==> config.mk <==
export PLATFORM = sky130hd
export DESIGN_NAME = wb_grf
export DESIGN_NICKNAME = d
export VERILOG_FILES = /design/src/rtl/wb_grf_pkg.sv /design/src/rtl/wb_decode.sv /design/src/rtl/wb_grf.sv
export SDC_FILE = /design/constraint.sdc
export NUM_CORES = 2
export LEC_CHECK = 0
export BUFFER_PORTS_ARGS = -buffer_cell sky130_fd_sc_hd__clkbuf_2
export CORE_MARGIN = 4
export CORE_UTILIZATION = 25
export CTS_BUF_LIST = sky130_fd_sc_hd__clkbuf_2 sky130_fd_sc_hd__clkbuf_4 sky130_fd_sc_hd__clkbuf_8
export CTS_CLUSTER_DIAMETER = 100
export DETAILED_ROUTE_END_ITERATION = 16
export HOLD_SLACK_MARGIN = 0.1
export PLACE_DENSITY_LB_ADDON = 0.3
export SYNTH_ARGS = -nofsm -noshare
export SYNTH_HDL_FRONTEND = slang
export SYNTH_HIERARCHICAL = 1
export SYNTH_SLANG_ARGS = --single-unit
==> constraint.sdc <==
create_clock -name clk -period 3.3 [get_ports clk]
set_input_delay 0.33 -clock clk [delete_from_list [all_inputs] [get_ports clk]]
set_output_delay 0.33 -clock clk [all_outputs]
set_load 0.005 [all_outputs]
==> src/rtl/wb_grf_pkg.sv <==
// Shared definitions for the MIPS write-back stage and register file:
// sizes, opcode/funct encodings, decode records and the load-extension helper.
package wb_grf_pkg;

   localparam int NREG = 32;
   localparam int DW   = 32;
   localparam int AW   = 5;

   localparam logic [AW-1:0] REG_ZERO = 5'd0;
   localparam logic [AW-1:0] REG_LINK = 5'd31;

   // Primary opcodes
   localparam logic [5:0] OP_SPECIAL = 6'h00;
   localparam logic [5:0] OP_J       = 6'h02;
   localparam logic [5:0] OP_JAL     = 6'h03;
   localparam logic [5:0] OP_BEQ     = 6'h04;
   localparam logic [5:0] OP_BNE     = 6'h05;
   localparam logic [5:0] OP_ADDIU   = 6'h09;
   localparam logic [5:0] OP_SLTI    = 6'h0A;
   localparam logic [5:0] OP_SLTIU   = 6'h0B;
   localparam logic [5:0] OP_ANDI    = 6'h0C;
   localparam logic [5:0] OP_ORI     = 6'h0D;
   localparam logic [5:0] OP_XORI    = 6'h0E;
   localparam logic [5:0] OP_LUI     = 6'h0F;
   localparam logic [5:0] OP_LB      = 6'h20;
   localparam logic [5:0] OP_LH      = 6'h21;
   localparam logic [5:0] OP_LW      = 6'h23;
   localparam logic [5:0] OP_LBU     = 6'h24;
   localparam logic [5:0] OP_LHU     = 6'h25;
   localparam logic [5:0] OP_SB      = 6'h28;
   localparam logic [5:0] OP_SH      = 6'h29;
   localparam logic [5:0] OP_SW      = 6'h2B;

   // SPECIAL funct codes
   localparam logic [5:0] FN_SLL  = 6'h00;
   localparam logic [5:0] FN_SRL  = 6'h02;
   localparam logic [5:0] FN_SRA  = 6'h03;
   localparam logic [5:0] FN_SLLV = 6'h04;
   localparam logic [5:0] FN_SRLV = 6'h06;
   localparam logic [5:0] FN_SRAV = 6'h07;
   localparam logic [5:0] FN_JR   = 6'h08;
   localparam logic [5:0] FN_JALR = 6'h09;
   localparam logic [5:0] FN_ADDU = 6'h21;
   localparam logic [5:0] FN_SUBU = 6'h23;
   localparam logic [5:0] FN_AND  = 6'h24;
   localparam logic [5:0] FN_OR   = 6'h25;
   localparam logic [5:0] FN_XOR  = 6'h26;
   localparam logic [5:0] FN_NOR  = 6'h27;
   localparam logic [5:0] FN_SLT  = 6'h2A;
   localparam logic [5:0] FN_SLTU = 6'h2B;

   typedef enum logic [1:0] {DST_NONE, DST_RD, DST_RT, DST_LINK} dst_t;
   typedef enum logic [1:0] {SRC_ALU, SRC_PC8, SRC_MEM} src_t;
   typedef enum logic [2:0] {LD_W, LD_B, LD_BU, LD_H, LD_HU} ld_t;

   typedef struct packed {
      dst_t dst;
      src_t src;
      ld_t  ld;
   } dec_t;

   localparam dec_t DEC_NOP = '{dst: DST_NONE, src: SRC_ALU, ld: LD_W};

   function automatic dec_t decode_instr(logic [5:0] op, logic [5:0] funct);
      dec_t d;
      d = DEC_NOP;
      unique case (op)
         OP_SPECIAL: begin
            unique case (funct)
               FN_ADDU, FN_SUBU, FN_AND, FN_OR, FN_NOR, FN_XOR, FN_SLT, FN_SLTU,
               FN_SLL, FN_SRL, FN_SRA, FN_SLLV, FN_SRLV, FN_SRAV:
                  d = '{dst: DST_RD, src: SRC_ALU, ld: LD_W};
               FN_JALR:
                  d = '{dst: DST_RD, src: SRC_PC8, ld: LD_W};
               default:
                  d = DEC_NOP;
            endcase
         end
         OP_ADDIU, OP_ANDI, OP_ORI, OP_XORI, OP_LUI, OP_SLTI, OP_SLTIU:
            d = '{dst: DST_RT, src: SRC_ALU, ld: LD_W};
         OP_LW:  d = '{dst: DST_RT, src: SRC_MEM, ld: LD_W};
         OP_LB:  d = '{dst: DST_RT, src: SRC_MEM, ld: LD_B};
         OP_LBU: d = '{dst: DST_RT, src: SRC_MEM, ld: LD_BU};
         OP_LH:  d = '{dst: DST_RT, src: SRC_MEM, ld: LD_H};
         OP_LHU: d = '{dst: DST_RT, src: SRC_MEM, ld: LD_HU};
         OP_JAL: d = '{dst: DST_LINK, src: SRC_PC8, ld: LD_W};
         default: d = DEC_NOP;
      endcase
      return d;
   endfunction

   // Little-endian sub-word select; lh/lhu ignore addr[0], lw ignores both bits.
   function automatic logic [DW-1:0] load_extend(ld_t kind, logic [1:0] addr,
                                                 logic [DW-1:0] word);
      logic [7:0]    b;
      logic [15:0]   h;
      logic [DW-1:0] r;
      unique case (addr)
         2'd0: b = word[7:0];
         2'd1: b = word[15:8];
         2'd2: b = word[23:16];
         default: b = word[31:24];
      endcase
      h = addr[1] ? word[31:16] : word[15:0];
      unique case (kind)
         LD_B:    r = {{24{b[7]}}, b};
         LD_BU:   r = {24'h0, b};
         LD_H:    r = {{16{h[15]}}, h};
         LD_HU:   r = {16'h0, h};
         default: r = word;
      endcase
      return r;
   endfunction

endpackage

==> src/rtl/wb_decode.sv <==
// Combinational W-stage decode: destination register, write data (with load
// extension) and write enable from the W-stage pipeline register.
module wb_decode
   import wb_grf_pkg::*;
(
   input  logic [31:0]   Instr_W,
   input  logic [DW-1:0] ALUOut_W,
   input  logic [DW-1:0] RD_W,
   input  logic [DW-1:0] PC8_W,
   output logic [AW-1:0] WA_W,
   output logic [DW-1:0] WD_W,
   output logic          WE_W
);

   logic [5:0]    op;
   logic [5:0]    funct;
   logic [AW-1:0] rt;
   logic [AW-1:0] rd;
   dec_t          dec;
   logic [AW-1:0] wa_raw;
   logic [DW-1:0] wd_raw;
   logic          unused_fields;

   assign op    = Instr_W[31:26];
   assign rt    = Instr_W[20:16];
   assign rd    = Instr_W[15:11];
   assign funct = Instr_W[5:0];
   assign unused_fields = ^{Instr_W[25:21], Instr_W[10:6]};

   // NOTE: every always_comb output gets a default first so no path leaves it unassigned (no latch).
   always_comb begin
      dec    = decode_instr(op, funct);
      wa_raw = REG_ZERO;
      wd_raw = '0;
      unique case (dec.dst)
         DST_RD:   wa_raw = rd;
         DST_RT:   wa_raw = rt;
         DST_LINK: wa_raw = REG_LINK;
         default:  wa_raw = REG_ZERO;
      endcase
      unique case (dec.src)
         SRC_PC8: wd_raw = PC8_W;
         SRC_MEM: wd_raw = load_extend(dec.ld, ALUOut_W[1:0], RD_W);
         default: wd_raw = ALUOut_W;
      endcase
   end

   // $0 is never a real destination, so nothing downstream ever sees it as one.
   assign WE_W = (wa_raw != REG_ZERO);
   assign WA_W = wa_raw;
   assign WD_W = WE_W ? wd_raw : '0;

endmodule

==> src/rtl/wb_grf.sv <==
// W stage plus 32x32 register file with same-cycle write-to-read bypass.
// Optional GRF_TRACE_EN prints a judge-format line for every committed write.
module wb_grf
   import wb_grf_pkg::*;
(
   input  logic          clk,
   input  logic          reset,
   input  logic [31:0]   Instr_W,
   input  logic [31:0]   PC_W,
   input  logic [DW-1:0] PC8_W,
   input  logic [DW-1:0] ALUOut_W,
   input  logic [DW-1:0] RD_W,
   input  logic [AW-1:0] A1,
   input  logic [AW-1:0] A2,
   output logic [DW-1:0] RD1,
   output logic [DW-1:0] RD2,
   output logic [AW-1:0] WA_W,
   output logic [DW-1:0] WD_W,
   output logic          WE_W
);

   logic [DW-1:0] grf [NREG];

   wb_decode u_decode (
      .Instr_W  (Instr_W),
      .ALUOut_W (ALUOut_W),
      .RD_W     (RD_W),
      .PC8_W    (PC8_W),
      .WA_W     (WA_W),
      .WD_W     (WD_W),
      .WE_W     (WE_W)
   );

   // NOTE: the array is reset entry by entry because software relies on all-zero registers after reset; this rules out a RAM macro.
   // NOTE: sequential state uses non-blocking assignments so every flop samples pre-edge values.
   always_ff @(posedge clk) begin
      if (reset) begin
         for (int i = 0; i < NREG; i++) grf[i] <= '0;
      end else if (WE_W) begin
         grf[WA_W] <= WD_W;
      end
   end

`ifdef GRF_TRACE_EN
   always_ff @(posedge clk) begin
      if (!reset && WE_W) $display("%d@%h: $%d <= %h", $time, PC_W, WA_W, WD_W);
   end
`else
   logic unused_pc;
   assign unused_pc = ^PC_W;
`endif

   // D reads the value W is writing this cycle, so no extra forwarding is needed for W->D.
   assign RD1 = (A1 == REG_ZERO)             ? '0   :
                (WE_W && (A1 == WA_W))       ? WD_W : grf[A1];
   assign RD2 = (A2 == REG_ZERO)             ? '0   :
                (WE_W && (A2 == WA_W))       ? WD_W : grf[A2];

endmodule
======== After elaboration in Yosys (flattened, before gate mapping) ========
Memory sizes are Yosys's and may differ from the RTL's.
Index checks and enable logic that the tools add are counted.
Widths: inputs -> output; s select.
storage, ports and cells
  word-level logic and storage cells ...... 56
  bits in read-only memories .............. 128
  bits of input ports ..................... 172
  register bits ........................... 0
  output and inout bits ................... 102
  memories kept ........................... 2
  memory bits (writable) .................. 1,024
memories
  name              depth  width  rd ports  clocked after Yosys merged registers in  wr ports  line              RTL
  grf               32     32     2         0                                        32        wb_grf.sv:22      logic [DW-1:0] grf [NREG];
  (name not given)  64     2      1         0                                        0         wb_grf_pkg.sv:69  unique case (funct)
cells by class
  reduce and logical (&&, ||, !) cells .... 9
  equality and inequality tests ........... 26
  multiplexer cells ....................... 19
operators with widths
  kind                count
  $mux 32             6
  $pmux 32 s4         1
  $pmux 32 s2         1
  $pmux 7 s8          1
  $eq 6x4->1 const B  7
  $reduce_or 32->1    1
  $eq 6x6->1 const B  5
  $pmux 8 s3          1
  $mux 16             1
  $pmux 5 s3          1
  $eq 5x5->1          2
  $logic_not 5->1     2
  $eq 2x2->1 const B  4
  $reduce_or 7->1     1
  $eq 2x1->1 const B  3
  $eq 3x2->1 const B  2
  $eq 6x2->1 const B  1
  $logic_not 6->1     1
  $mux 1              6
  $mux 5              1
  $reduce_bool 5->1   1
  $eq 3x1->1 const B  1
  $eq 3x3->1 const B  1
  $logic_and 1x1->1   2
  $logic_not 2->1     1

======== Logic depth before layout (Yosys ltp) ========
  depth after elaboration ................. 11
  mapped depth ............................ 15
  mapped depth without buffers ............ 12

======== Cells and area by module ========
The synthesis kept the hierarchy.
modules (own cells, without submodules)
  module     sequential area each (um^2)  instances  area each (um^2)  cells an instance
  wb_grf     30,749.5                     1          55,263.0          3,832
  wb_decode  0.0                          1          1,596.5           221

======== Worst setup path after synthesis ========
Ideal clock, no wire load.
  kind .................................... in2out
  start ................................... in Instr_W[31]
  end ..................................... out RD1[23]
  slack ................................... -0.142 ns
  required time ........................... 2.970 ns
  data arrival time ....................... 3.112 ns
  stages .................................. 12
  buffers on the path ..................... 3
  path through ............................ or4_1 -> a21oi_1 -> ha_1 -> buf_6 -> nand2b_1 -> clkbuf_1 -> nor2_1 -> clkbuf_1 -> a222oi_1 -> a21oi_1 -> o21ai_0 -> a31oi_1
on the way
  cells in the longest elaborated chain, start to end .. 9
  elaborated cells on any way between the ends .. 34
  classes of those cells .................. eq/ne: 23; mux: 7; reduce/logical: 4
RTL lines
  item                                              line                                RTL
  from (decl)                                       wb_grf.sv:8                         input logic [31:0] Instr_W,
  $eq 6x4->1                                        wb_grf_pkg.sv:67                    unique case (op)
  $reduce_or 7->1                                   wb_grf_pkg.sv:67
  $pmux 7 s8 *                                      wb_grf_pkg.sv:67
  $eq 3x3->1, or another cell as far along          wb_grf_pkg.sv:105                   unique case (kind)
  $pmux 32 s4 or $pmux 5 s3 (tied branches)         wb_grf_pkg.sv:105, wb_decode.sv:35
  $pmux 32 s2 or $reduce_bool 5->1 (tied branches)  wb_decode.sv:41, wb_decode.sv:49
  $mux 32 *                                         wb_decode.sv:51                     assign WD_W = WE_W ? wd_raw : '0;
  net WD_W[23]                                      wb_grf.sv:18                        output logic [DW-1:0] WD_W,
  $mux 32 *                                         wb_grf.sv:55                        (WE_W && (A1 == WA_W)) ? WD_W : grf[A1];
  $mux 32 *                                         wb_grf.sv:54                        assign RD1 = (A1 == REG_ZERO) ? '0 :
  to (decl)                                         wb_grf.sv:15                        output logic [DW-1:0] RD1,
The timed path passes the listed nets; every way through them passes the cells marked *.

======== Worst setup path after layout ========
  start ................................... in Instr_W[31]
  end ..................................... out RD2[20]
on the way
  cells in the longest elaborated chain, start to end .. 9
  elaborated cells on any way between the ends .. 34
  classes of those cells .................. eq/ne: 23; mux: 7; reduce/logical: 4
RTL lines
  item                                          line                                RTL
  $eq 6x4->1                                    wb_grf_pkg.sv:67
  $reduce_or 7->1                               wb_grf_pkg.sv:67
  $pmux 7 s8 *                                  wb_grf_pkg.sv:67
  $eq 3x3->1, or another cell as far along      wb_grf_pkg.sv:105
  $pmux 32 s4 or $pmux 5 s3 (tied branches)     wb_grf_pkg.sv:105, wb_decode.sv:35
  $pmux 32 s2, or another cell as far along     wb_decode.sv:41                     unique case (dec.src)
  $mux 32 or $logic_and 1x1->1 (tied branches)  wb_decode.sv:51, wb_grf.sv:57
  $mux 32 *                                     wb_grf.sv:57                        (WE_W && (A2 == WA_W)) ? WD_W : grf[A2];
  $mux 32 *                                     wb_grf.sv:56                        assign RD2 = (A2 == REG_ZERO) ? '0 :
  to (decl)                                     wb_grf.sv:16                        output logic [DW-1:0] RD2,
Every way passes the cells marked *; elsewhere a longest branch is shown, timed or not.

==> metrics.yaml <==
final_layout:
  most-common-layout-cells: "and2_1, edfxtp_1, buf_4, mux4_2, mux2i_1"
  area_delta_synth_final_pct: 27.6
  final_cell_area_um2: 72500
  fillCellCount: 22400
  final_common_cell: "and2_1"
  largest_register_ffs: 1024
  fin_util_pct: 32.2
  drive_above_1_share_pct: 36.7
  largest_registers: "grf: 1024 flops"
  layout.nets: 4853
  largest-register: "grf"
timing:
  worst_hold_slack_ns: 0.229
  min_period_ns: 3.70
  timing.final.ws_setup_ns: -0.396
  setup_violations: 78
  worst_pin_slew_ns: 0.948
  hold_viol: 0
  report.final.slew_viol_count: 0
  max_freq_mhz: 271
  slew_headroom_pct: 35.9
  fin_crit_sh_pct: 112
  rsz0062_at_grt: "true"
global_route:
  grt_max_degree: 40
  grt_pass1_vias: 42400
  grt_usage_pct: 21.9
  antenna_found_initial: 31
  gr-total-overflow: 0
  grt_pass1_wl_um: 359000
hold_path:
  hold_class: "input pin to register"
logic_synthesis:
  synth_edf_count: 1024
  syn_avg_cell_area_um2: 14.0
  synth_mux_area_share_pct: 21.3
  ys_seq_elements: 1024
  synth_compound_area_share_pct: 7.17
  synth_cell_types: 69
  syn_area_um2: 56900
  synth_cells: 4053
  synth_fa_ha_area_share_pct: 0.0440
  yosysTopAreaCell: "edfxtp_1"
  synthSimpleGateAreaFrac_pct: 13.5
  synth_area_leaders: "edfxtp_1, mux4_2, and2_1"
  synth_ff_type: "edfxtp_1"
  synth_xor_area_share_pct: 0.154
  synth-async-reset-ratio_pct: 0
  syn_nets: 4227
  synth_top_family_by_area: "multiplexers"
  synth.top_cell.area_share_pct: 54.1
  ys_warn_count: 6
  ys_seq_area_share_pct: 54.1
floorplanning:
  io_pins: 274
  die_x_um: 485
  die_y_um: 485
  die_area_um2: 235000
  coreArea_um2: 226000
  start_util_pct: 25.2
  rows: 174
status:
  violations: "setup timing"
  status: "finished, violations left"
power:
  p_comb_share_pct: 17.9
  powerDensity_nw_per_um2: 460
  p_total_uw: 33300
  internal_power_uw: 23700
  p_clk_share_pct: 36.1
  leakage_uw: 0.0262
  switchingPower_uw: 9600
  switching_share_pct: 28.8
  vdd_drop_max_uv: 366
  seqPwrFrac_pct: 46.0
detailed_routing:
  detail-route-antenna-nets: 0
  dr.first_iter.drc_count: 5554
  via_per_inst: 5.40
  drt-total-wl_um: 265000
  remaining_drc_errors: 0
  drt-pass1-iter-count: 6
  vias: 42300
  wl_per_cell_um: 33.9
clocking:
  cts_sinks: 1024
  cts_tree: "done"
  clk_pin_slew_ns: 0.06
  cts.path.max_buffers: 3
  root_buffer: "clkbuf_8"
  cts_max_level: 4
  cts_buffers: 186
place:
  place_ws_ns: -1.08
  port_buffers: 231
  gp_congestion: 0.964
  dp_hpwl_um: 180000
  dpl-instance-area_um2: 66700
critical_path:
  start_kind: "input pin"
  critPathKind: "input pin to output port"
  end_kind: "output port"
  crit_fanout: 8
  critical_path_required_ns: 2.97
  worst_ep_arrival_time_ns: 3.37
job:
  drv_cap: 0
## power groups by stage
stage | combinational (uW) | clock [uW] | sequential, uW
4_1_cts | 5730 | 12200 | 15300
3_5_place_dp | 5430 | 0 | 15600
2_1_floorplan | 2570 | 0 | 15500
5_1_grt | 6150 | 12800 | 15400
3_3_place_gp | 5420 | 0 | 15600
6_report | 5980 | 12000 | 15300
## metal layers
layer	global-route usage, %	part of all wire, %	wire length (um)
met1	28.6	39	104000
met2	33.5	44	118000
met4	9.63	4.7	12500
met5	0	0.015	41
met3	6.73	12	30700
## synthesized netlist by cell type, drive strengths merged, types with 7 or more instances
master  number
and2      1030
edfxtp    1024
mux4       385
mux2i      333
clkbuf     294
buf        141
a22oi      119
a21oi       99
nand2       93
nor2        64
o21ai       62
o221ai      45
o22ai       35
or2         35
a221oi      34
a211oi      33
a32o        32
nand3       21
a221o       16
a222oi      15
o221a       14
a31oi       11
inv         11
a32oi       10
xnor2       10
a41o         8
nand2b       8
mux2         7
## through the flow
step | setup TNS, ns | instances
floorplan | -15.85 | 4053
global placement | -402.96 | 7400
detailed placement | -375.24 | 7400
CTS | -17.60 | 7786
global route | -23.32 | 7818
finish | -19.39 | 7827
## worst paths after layout
| kind | slack [ns] | cells past startpoint | start | to |
|---|---|---|---|---|
| setup / recovery | -0.40 | 16 | Instr_W[31] | RD2[20] |
| hold / removal | 0.23 | 6 | ALUOut_W[9] | grf[16][9]$_SDFFCE_PN0P_ |
## worst max-delay path, cell delays in order
cell and delay, ns:
buf_8 0.10, buf_6 0.11, buf_6 0.10, and2b_2 0.21, o311a_4 0.42, a221o_2 0.40, buf_4 0.14, buf_6 0.12
xnor2_2 0.13, nand2_2 0.11, buf_6 0.15, nor4_4 0.19, buf_6 0.26, buf_12 0.16, a32o_2 0.24, clkbuf_2 0.15
## logic make-up (layout without fill, tap and decap cells)
group | count (synthesis) | after routing
AO/OA/AOI/OAI | 552 | 552
XOR/XNOR | 10 | 10
other | 0 | 13
AND/OR/NAND/NOR | 1288 | 1288
multiplexers | 725 | 725
adder cells (fa/ha/maj) | 2 | 2
flip-flops | 1024 | 1024
buffers and inverters | 452 | 1221
## layout make-up
class | count | area, um2 | area share, %
multi-input cells | 2577 | 25300 | 34.9
diodes | 13 | 32.5 | 0.0448
repair buffers | 876 | 9090 | 12.5
inverters | 14 | 52.6 | 0.0724
clock buffers | 241 | 2970 | 4.10
clock inverters | 90 | 584 | 0.805
well taps | 2992 | 3740 | 5.16
flip-flops and latches | 1024 | 30700 | 42.4
## repair_timing
action / CTS / global route
pin swaps: 40 / 56
buffers inserted: 47 / 43
gates resized for setup: 189 / 167
hold buffers: 4 / 0
endpoints found under the setup margin: 92 / 86
endpoints found under the hold margin: 12 / 0
cloned: 8 / 2
Power figures use the tool's default switching activity.
